## config.mk

```make
export PLATFORM = sky130hd
export DESIGN_NAME = rule_scan_seq_flat
export DESIGN_NICKNAME = d
export VERILOG_FILES = /design/src/rtl/rule_scan_seq_pkg.sv /design/src/rtl/rule_scan_seq_if.sv /design/src/rtl/rule_scan_seq_dwell_cnt.sv /design/src/rtl/rule_scan_seq.sv /design/src/flat_wrapper.sv
export SDC_FILE = /design/constraint.sdc
export NUM_CORES = 1
export LEC_CHECK = 0
export ABC_AREA = 1
export BUFFER_PORTS_ARGS = -buffer_cell sky130_fd_sc_hd__buf_2
export CAP_MARGIN = 0
export CORE_ASPECT_RATIO = 1.75
export CORE_MARGIN = 5
export CORE_UTILIZATION = 43
export CTS_CLUSTER_DIAMETER = 30
export DETAILED_ROUTE_END_ITERATION = 10
export PLACE_DENSITY = 0.64
export SETUP_SLACK_MARGIN = 0.02
export SLEW_MARGIN = 20
export SYNTH_ARGS = -nofsm -noshare
export SYNTH_HDL_FRONTEND = slang
export SYNTH_SLANG_ARGS = --single-unit
```

## constraint.sdc

```tcl
create_clock -name clk -period 1.2 [get_ports clk]
set_input_delay 0.12 -clock clk [delete_from_list [all_inputs] [get_ports clk]]
set_output_delay 0.12 -clock clk [all_outputs]
set_load 0.01 [all_outputs]
```

## src/rtl/rule_scan_seq_pkg.sv

```systemverilog
// Shared types and helpers for the rule-slot scan sequencer.
package rule_scan_pkg;

    localparam int NUM_SLOTS = 8;
    localparam int IDX_W     = 3;

    typedef enum logic [1:0] {
        IDLE = 2'd0,
        SCAN = 2'd1,
        FIN  = 2'd2
    } state_t;

    // Result of a slot search: found flag plus the slot index.
    typedef struct packed {
        logic             found;
        logic [IDX_W-1:0] idx;
    } next_t;

    // Decoder select is wired LSB-first: sel_w[2] carries idx[0].
    function automatic logic [IDX_W-1:0] bitrev3(input logic [IDX_W-1:0] i);
        return {i[0], i[1], i[2]};
    endfunction

    // Lowest set mask bit strictly above idx.
    function automatic next_t next_set(input logic [NUM_SLOTS-1:0] m,
                                       input logic [IDX_W-1:0]     idx);
        next_t r;
        r = '0;
        // Descending walk so the lowest qualifying bit is the last one written.
        for (int i = NUM_SLOTS - 1; i >= 0; i--) begin
            if (i > int'(idx) && m[i]) begin
                r.found = 1'b1;
                r.idx   = IDX_W'(i);
            end
        end
        return r;
    endfunction

    // Lowest set mask bit overall; found is clear only for an empty mask.
    function automatic next_t first_set(input logic [NUM_SLOTS-1:0] m);
        next_t r;
        if (m[0]) r = '{found: 1'b1, idx: '0};
        else      r = next_set(m, '0);
        return r;
    endfunction

endpackage

```

## src/rtl/rule_scan_seq_if.sv

```systemverilog
// Handshake and decoder-drive bundle between a scan requester and the sequencer.
interface rule_scan_seq_if;
    import rule_scan_pkg::*;

    logic                 start;
    logic                 abort;
    logic [NUM_SLOTS-1:0] mask;
    logic                 busy;
    logic                 done;
    logic [IDX_W-1:0]     sel_w;
    logic                 sel_en;
    logic [IDX_W-1:0]     cur_idx;

    modport master (
        output start, abort, mask,
        input  busy, done, sel_w, sel_en, cur_idx
    );

    modport slave (
        input  start, abort, mask,
        output busy, done, sel_w, sel_en, cur_idx
    );
endinterface

```

## src/rtl/rule_scan_seq_dwell_cnt.sv

```systemverilog
// Dwell counter: counts held cycles of the current slot, flags the last one.
module dwell_cnt #(
    parameter int CNT_W = 4,
    parameter int DWELL = 4
) (
    input  logic clk,
    input  logic rst_n,
    input  logic clr,
    input  logic en,
    output logic tc
);
    logic [CNT_W-1:0] cnt;

    // Clear wins over count so a slot change restarts the dwell at zero.
    always_ff @(posedge clk or negedge rst_n) begin
        if (!rst_n)  cnt <= '0;
        else if (clr) cnt <= '0;
        else if (en)  cnt <= cnt + 1'b1;
    end

    assign tc = (cnt == CNT_W'(DWELL - 1));
endmodule

```

## src/rtl/rule_scan_seq.sv

```systemverilog
// Rule-slot scan sequencer driving the 3-to-8 decoder select/enable.
// Optional macro SCAN_CONTINUOUS_EN: wrap from highest to lowest set slot
// (done pulses at each wrap) until aborted, instead of a single pass.
module rule_scan_seq
    import rule_scan_pkg::*;
#(
    parameter int DWELL = 4,
    parameter int CNT_W = 4
) (
    input  logic             clk,
    input  logic             rst_n,
    rule_scan_seq_if.slave   bus
);
    state_t               state;
    logic [NUM_SLOTS-1:0] mask_q;
    logic                 busy_q, done_q, sel_en_q;
    logic [IDX_W-1:0]     sel_w_q, cur_idx_q;
    logic                 tc, cnt_clr, cnt_en;
    next_t                first, nxt;
`ifdef SCAN_CONTINUOUS_EN
    next_t                wrap;
    assign wrap = first_set(mask_q);
`endif

    assign first = first_set(bus.mask);
    assign nxt   = next_set(mask_q, cur_idx_q);

    // Counter only runs while a slot is held; any slot change or exit clears it.
    assign cnt_en  = (state == SCAN);
    assign cnt_clr = (state != SCAN) | tc | bus.abort;

    dwell_cnt #(.CNT_W(CNT_W), .DWELL(DWELL)) u_dwell (
        .clk   (clk),
        .rst_n (rst_n),
        .clr   (cnt_clr),
        .en    (cnt_en),
        .tc    (tc)
    );

    // Scan FSM with registered decoder drive and status outputs.
    always_ff @(posedge clk or negedge rst_n) begin
        if (!rst_n) begin
            state     <= IDLE;
            mask_q    <= '0;
            busy_q    <= 1'b0;
            done_q    <= 1'b0;
            sel_en_q  <= 1'b0;
            sel_w_q   <= '0;
            cur_idx_q <= '0;
        end else begin
            done_q <= 1'b0;
            case (state)
                IDLE: begin
                    if (bus.start) begin
                        mask_q <= bus.mask;
                        busy_q <= 1'b1;
                        if (first.found) begin
                            state     <= SCAN;
                            sel_en_q  <= 1'b1;
                            cur_idx_q <= first.idx;
                            sel_w_q   <= bitrev3(first.idx);
                        end else begin
                            state  <= FIN;
                            done_q <= 1'b1;
                        end
                    end
                end
                SCAN: begin
                    if (bus.abort) begin
                        state    <= FIN;
                        sel_en_q <= 1'b0;
                        done_q   <= 1'b1;
                    end else if (tc) begin
                        if (nxt.found) begin
                            cur_idx_q <= nxt.idx;
                            sel_w_q   <= bitrev3(nxt.idx);
                        end
`ifdef SCAN_CONTINUOUS_EN
                        else if (wrap.found) begin
                            cur_idx_q <= wrap.idx;
                            sel_w_q   <= bitrev3(wrap.idx);
                            done_q    <= 1'b1;
                        end
`endif
                        else begin
                            state    <= FIN;
                            sel_en_q <= 1'b0;
                            done_q   <= 1'b1;
                        end
                    end
                end
                FIN: begin
                    state  <= IDLE;
                    busy_q <= 1'b0;
                end
                default: begin
                    state    <= IDLE;
                    busy_q   <= 1'b0;
                    sel_en_q <= 1'b0;
                end
            endcase
        end
    end

    assign bus.busy    = busy_q;
    assign bus.done    = done_q;
    assign bus.sel_en  = sel_en_q;
    assign bus.sel_w   = sel_w_q;
    assign bus.cur_idx = cur_idx_q;
endmodule

```

## src/flat_wrapper.sv

```systemverilog
// flat-port wrapper written by rule: the top's interface ports become plain ports
module rule_scan_seq_flat import rule_scan_pkg::*;
#(
    parameter int DWELL = 4,
    parameter int CNT_W = 4
)
  (clk, rst_n, bus_start, bus_abort, bus_mask, bus_busy, bus_done, bus_sel_w, bus_sel_en, bus_cur_idx);
  rule_scan_seq_if bus_i ();
  input  logic clk;
  input  logic rst_n;
  input wire logic [$bits(bus_i.start)-1:0] bus_start;
  input wire logic [$bits(bus_i.abort)-1:0] bus_abort;
  input wire logic [$bits(bus_i.mask)-1:0] bus_mask;
  output wire logic [$bits(bus_i.busy)-1:0] bus_busy;
  output wire logic [$bits(bus_i.done)-1:0] bus_done;
  output wire logic [$bits(bus_i.sel_w)-1:0] bus_sel_w;
  output wire logic [$bits(bus_i.sel_en)-1:0] bus_sel_en;
  output wire logic [$bits(bus_i.cur_idx)-1:0] bus_cur_idx;
  assign bus_i.start = bus_start;
  assign bus_i.abort = bus_abort;
  assign bus_i.mask = bus_mask;
  assign bus_busy = bus_i.busy;
  assign bus_done = bus_i.done;
  assign bus_sel_w = bus_i.sel_w;
  assign bus_sel_en = bus_i.sel_en;
  assign bus_cur_idx = bus_i.cur_idx;
  rule_scan_seq #(.DWELL(DWELL), .CNT_W(CNT_W)) u_core (.clk(clk), .rst_n(rst_n), .bus(bus_i));
endmodule
```

==> results of run 1 <==
-- power groups by stage --
stage               sequential, W  combinational [W]  clock [W]
finish                    0.00117            0.00229   0.000442
global placement          0.00112            0.00177          0
global route              0.00121            0.00254   0.000473
floorplan                 0.00114            0.00124          0
CTS                       0.00117            0.00208   0.000447
detailed placement        0.00112            0.00182          0
-- logic make-up after synthesis --
logic type                 synth area share [%]
DFF                                       41.99
adders and majority gates                 1.105
buffers and inverters                     8.729
and+or+nand+nor                           39.89
AOI/OAI and AO/OA                         6.520
xor gates and xnor gates                 0.7736
muxes                                    0.9944
-- stage by stage --
step / setup slack [ps] / total power, W / std cells / util (%)
final: -101.7 / 0.003911 / 214 / 62.40
after global routing: -190.5 / 0.004226 / 214 / 62.40
after CTS: -97.84 / 0.003697 / 210 / 59.57
after detailed placement: -112.8 / 0.002943 / 203 / 53.37
after global placement: -86.36 / 0.002885 / 203 / 53.37
after floorplan: 14.20 / 0.002376 / 148 / -
-- layer usage --
metal / GRT usage [%] / wire length, um / vias up
met3: 2.490 / 102 / 7
met1: 15.46 / 1038 / 507
li1: - / - / 537
met2: 28.93 / 1593 / 23
met4: 4.043 / 44 / 0
met5: 0 / 0 / -
-- worst paths after layout --
| kind | slack, ps | depth (start not counted) | to | startpoint |
|---|---|---|---|---|
| setup / recovery | -100 | 10 | u_core.bus.cur_idx[0]$_DFFE_PN0P_ | u_core.state[1]$_DFFE_PN0P_ |
| max in group asynchronous | 550 | 2 | u_core.state[0]$_DFFE_PN0P_ | rst_n |
| hold reg to reg | 480 | 2 | u_core.bus.sel_en$_DFFE_PN0P_ | u_core.bus.sel_en$_DFFE_PN0P_ |
| setup reg to reg | -100 | 10 | u_core.bus.cur_idx[0]$_DFFE_PN0P_ | u_core.state[1]$_DFFE_PN0P_ |
| hold / removal | 130 | 3 | u_core.mask_q[3]$_DFFE_PN0P_ | bus_mask[3] |
| min in group asynchronous | 330 | 2 | u_core.mask_q[7]$_DFFE_PN0P_ | rst_n |
-- worst max-delay path, delay by kind of cell, from the launching register on --
kind / cells / cell delay, ps
buffers and inverters: 3 / 250
flip-flops: 1 / 430
AND/OR/NAND/NOR: 7 / 500
-- flip-flops by register name, summed over array words and instances, names as in the netlist --
register,cells
u_core.mask_q,7
u_core.u_dwell.cnt,4
u_core.bus.cur_idx,2
u_core.state,2
u_core.bus.busy,1
u_core.bus.done,1
u_core.bus.sel_en,1
u_core.bus.sel_w,1
-- cell type report --
class / instances / area, sq um / share of cell area [%]
multi-input cells: 107 / 680.7 / 43.24
flip-flops and latches: 19 / 480.5 / 30.52
repair buffers: 40 / 260.3 / 16.53
inverters: 18 / 75.07 / 4.769
clock buffers: 4 / 45.04 / 2.862
well taps: 26 / 32.53 / 2.067
-- cells in the final DEF, fill, tap and decap left out --
cell type / count
a21oi_1: 1
a21oi_2: 1
buf_2: 20
buf_4: 17
buf_6: 2
clkbuf_1: 1
clkbuf_8: 3
dfrtp_1: 15
dfrtp_2: 4
dlygate4sd3_1: 1
ha_2: 1
inv_1: 12
inv_2: 4
inv_4: 1
inv_6: 1
mux2_2: 1
nand2_1: 34
nand2_2: 11
nand2_4: 8
nand3_1: 4
nand3_2: 6
nand3_4: 1
nand4_1: 1
nor2_1: 12
nor2_2: 4
nor2_4: 5
nor3_1: 2
nor3_4: 1
nor3b_2: 2
o21ai_0: 2
o21ai_1: 6
o21ai_2: 1
o21bai_1: 1
o31ai_1: 1
xor2_1: 1
-- what timing repair did --
item                                   4_1_cts  5_1_grt
resized for setup                           24       16
pin swaps                                    9       11
setup endpoints to repair                    8       13
buffers inserted                             2        3
hold buffers                                 1        0
gates cloned                                 0        1
endpoints found under the hold margin       19        0
==> impl_metrics.json, run 1 <==
{
  "status": "finished, violations left",
  "violations": "negative setup slack",
  "critical_path.slowest_cell": "dfrtp_1",
  "netSwitchingFraction_pct": 44.78,
  "slew_viol_final": 0,
  "fin_skew_ps": 1.141,
  "post-route-period-util_pct": 108.5,
  "path_cells": "inv_2 -> nand2_4 -> inv_6 -> nand2_4 -> nor2_4 -> nand2_2 -> inv_2 -> nor2_4 -> nand3_2 -> nand2_1",
  "track_usage_pct": 14.74,
  "grt_pass1_wl_mm": 4.602,
  "synth-main-ff-cell": "dfrtp_1",
  "syn_nets": 161,
  "htreeDepth": 1,
  "worstSkewPairLatency_ps": 250,
  "switching_power_w": 0.001751,
  "nNetsFinal": 202,
  "postSynth.asyncResetShare_pct": 100.0,
  "vias": 1074,
  "yosysTopAreaCellShare_pct": 41.99,
  "wl_per_cell_um": 12.98,
  "yosys_warnings": 0,
  "clkPwrFrac_pct": 11.3,
  "ys_top_cells_by_area": "dfrtp_1 (42%), nand2_1 (14%), nor2_1 (4.6%)",
  "synth_edf_count": 0,
  "cts.sinks": 19,
  "clock-root-buffer": "clkbuf_8",
  "hold_viol": 0,
  "routed_via_density": 5.019,
  "finalWirelength_mm": 2.778,
  "synth_common_cells": "nand2_1 (43), dfrtp_1 (19), nor2_1 (14)",
  "antenna_found_initial": 0,
  "grt_max_degree": 20,
  "fill_cells": 253,
  "p_leak_nw": 0.8124,
  "startpoint_type": "register",
  "cp-end-kind": "register",
  "avgSynthCellArea_sq_um": 7.651,
  "die_w_um": 48.79,
  "place_congestion": 0.7959,
  "drc": 0,
  "numCtsBuffers": 3,
  "powerDensity_mw_per_mm2": 2485,
  "drive_above_1_share_pct": 50.00,
  "initial_core_util_pct": 44.89,
  "crit_arrival_ps": 1450,
  "synth_cell_types": 27,
  "setup.worst_path.class": "reg2reg",
  "drt_iter0_drc": 21,
  "final-setup-viol-count": 9,
  "ios": 21,
  "tightest_slew_ps": 428.9,
  "grt-ovfl-total": 0,
  "synth.most_common_cell": "nand2_1",
  "port_buffers": 20,
  "seqPwrFrac_pct": 30.0,
  "area_delta_synth_final_pct": 39.01,
  "hpwlAfterDp_mm": 2.096,
  "place_area_sq_mm": 0.001346,
  "period_needed_ps": 1302,
  "yosys.area.top_type": "dfrtp_1",
  "ant_nets": 0,
  "relSlewSlack_pct": 71.41,
  "fmax_mhz": 768.2,
  "fp-row-count": 24,
  "final_area_sq_mm": 0.001574,
  "cp_slowest_stage_delay_ps": 430,
  "p_comb_share_pct": 58.7,
  "setup_tns_ps": -572.4,
  "required_ps": 1350,
  "timing.final.ws_setup_ps": -101.7,
  "core_area_sq_mm": 0.002522,
  "ys_ff_latch": 19,
  "synth_area_sq_mm": 0.001132,
  "drtPass1Iterations": 4,
  "drv_cap": 0,
  "crit_fanout": 4,
  "irDropWorstVdd_v": 0.001586,
  "hold_class": "in2reg",
  "syn_inst": 148,
  "clockBufferDepth": 2,
  "cts_tree": "yes",
  "rsz0062_at_grt": "yes",
  "antennaDiodeCount": 0,
  "clkTransAtPathRegs_ps": 70,
  "yosysSeqAreaShare_pct": 41.99,
  "finalHoldWorstSlack_ps": 128.5,
  "grt_pass1_vias": 1116,
  "dieArea_sq_mm": 0.003800,
  "dieHeight_um": 77.89,
  "internal_power_w": 0.002159
}
(Power assumes the default switching activity.)
==> run 2: changes to the inputs <==
- SETUP_SLACK_MARGIN: 0.02 -> 0.4
==> impl_metrics.json, run 2 (synthesized netlist as in run 1, its figures left out) <==
{
  "internal_power_w": 0.002380,
  "worstSkewPairLatency_ps": 260,
  "clkPwrFrac_pct": 10.8,
  "r2r-start": "u_core.bus.cur_idx[1]$_DFFE_PN0P_",
  "final_util_pct": 67.41,
  "vias": 1105,
  "finalHoldWorstSlack_ps": 122.2,
  "fmax_mhz": 775.1,
  "grt.busiest_layer": "met2",
  "final-setup-viol-count": 9,
  "required_ps": 1350,
  "hpwlAfterDp_mm": 2.156,
  "die_w_um": 48.79,
  "seqPwrFrac_pct": 28.8,
  "antennaDiodeCount": 0,
  "grt_util_met2_pct": 30.76,
  "powerDensity_mw_per_mm2": 2492,
  "post-route-period-util_pct": 107.5,
  "p_leak_nw": 0.8693,
  "totalPowerFinal_w": 0.004237,
  "cts.sinks": 19,
  "hold_class": "in2reg",
  "grt-ovfl-total": 0,
  "slew_viol_final": 0,
  "wl_per_cell_um": 12.96,
  "antenna_found_initial": 0,
  "p_comb_share_pct": 60.5,
  "final_common_cell": "nand2_1",
  "crit_arrival_ps": 1440,
  "switching_power_w": 0.001857,
  "drtPass1Iterations": 4,
  "port_buffers": 20,
  "ant_nets": 0,
  "grt_max_degree": 20,
  "finalWirelength_mm": 2.826,
  "irDropWorstVdd_v": 0.002009,
  "top_regs": "u_core.mask_q (7), u_core.u_dwell.cnt (4)",
  "nNetsFinal": 206,
  "hold_viol": 0,
  "fp-row-count": 24,
  "drive_above_1_share_pct": 57.29,
  "grt_use_met1_pct": 15.16,
  "crit_fanout": 6,
  "violations": "negative setup slack",
  "clock-root-buffer": "clkbuf_8",
  "place_ws_ps": -77.07,
  "startpoint": "u_core.bus.cur_idx[1]$_DFFE_PN0P_",
  "area_delta_synth_final_pct": 50.17,
  "fin_skew_ps": 4.810,
  "rsz0062_at_grt": "yes",
  "initial_core_util_pct": 44.89,
  "grt_pass1_wl_mm": 4.830,
  "ios": 21,
  "relSlewSlack_pct": 70.69,
  "drv_cap": 0,
  "drc": 0,
  "drt_iter0_drc": 10,
  "largest-register": "u_core.mask_q",
  "dieArea_sq_mm": 0.003800,
  "grt_pass1_vias": 1206,
  "core_area_sq_mm": 0.002522,
  "period_needed_ps": 1290,
  "largest_register_ff_count": 7,
  "numCtsBuffers": 3,
  "final_cell_mix": "nand2_1 (28), buf_4 (17), buf_2 (16)",
  "tightest_slew_ps": 439.7,
  "min-delay-start": "bus_mask[2]",
  "routed_via_density": 5.069,
  "netSwitchingFraction_pct": 43.83,
  "setup.worst_path.class": "reg2reg",
  "cts_tree": "yes",
  "startpoint_type": "register",
  "clockBufferDepth": 2,
  "clkTransAtPathRegs_ps": 80,
  "grt_use_met3_pct": 2.874,
  "place_congestion": 0.8485,
  "cp-end-kind": "register",
  "status": "finished, violations left",
  "track_usage_pct": 15.82,
  "dieHeight_um": 77.89,
  "htreeDepth": 1,
  "timing.final.ws_setup_ps": -90.21
}
run 2: changes by cell type in the layout (fill, tap and decap cells not counted), moves of 2 or more:
cell / previous run / this run
nand2_4: 8 / 11
clkinv_2: 0 / 2
nand2_2: 11 / 14
nor2_1: 12 / 9
buf_2: 20 / 16
o21ai_2: 1 / 4
buf_6: 2 / 8
o21ai_0: 2 / 0
nor2_2: 4 / 7
nand2_1: 34 / 28
run 2: what timing repair did:
item / CTS / global route
cloned: 1 / 0
endpoints found under the setup margin: 28 / 28
buffers inserted: 3 / 5
resized for setup: 22 / 23
pin swaps: 10 / 8
hold buffers: 1 / 0
hold endpoints to repair: 19 / 0
run 2: path summary, 6_finish.rpt:
path	to	slack, ps	cells past startpoint
setup / recovery	u_core.state[0]$_DFFE_PN0P_	-90	8
max in group asynchronous	u_core.state[0]$_DFFE_PN0P_	530	2
hold reg to reg	u_core.bus.busy$_DFFE_PN0P_	530	2
setup reg to reg	u_core.state[0]$_DFFE_PN0P_	-90	8
min in group asynchronous	u_core.mask_q[3]$_DFFE_PN0P_	340	2
hold / removal	u_core.mask_q[2]$_DFFE_PN0P_	120	3
run 2: power groups by stage:
stage / combinational (W) / sequential, W / clock (W)
after floorplan: 0.00133 / 0.00116 / 0
after global placement: 0.00186 / 0.00115 / 0
after detailed placement: 0.00191 / 0.00117 / 0
after CTS: 0.00225 / 0.00118 / 0.000464
after global routing: 0.00280 / 0.00126 / 0.000490
final: 0.00256 / 0.00122 / 0.000456
run 2: per-stage QoR:
| stage | area, sq um | setup TNS (ps) | cells |
|---|---|---|---|
| after floorplan | 1182 | 0 | 148 |
| after global placement | 1399 | -194.7 | 204 |
| after detailed placement | 1399 | -332.8 | 204 |
| after CTS | 1579 | -439.9 | 213 |
| after global routing | 1700 | -1452 | 218 |
| final | 1700 | -491.8 | 218 |
run 2: layer usage:
layer  up-vias  routed length [um]  part of all wire [%]
met3        13                  99                   3.5
met4         0                  91                   3.2
met5         -                   0                     0
met2        24                1664                    59
li1        547                   -                     -
met1       521                 971                    34
run 2: layout make-up:
type	count	area (sq um)
clock buffers	3	41.29
clock inverters	1	5.005
fillers	204	822.0
inverters	18	76.32
multi-input cells	107	709.4
flip-flops and latches	19	480.5
well taps	26	32.53
repair buffers	44	355.3
run 2: worst max-delay path: stages, from the launching register on:
cell     delay (ps)
dfrtp_2         480
nor2_4          140
nand2_1         110
nand2_4         100
nor2_2           40
nand2_2          80
nand2_4          60
nand4_1         100
nand2_1          60
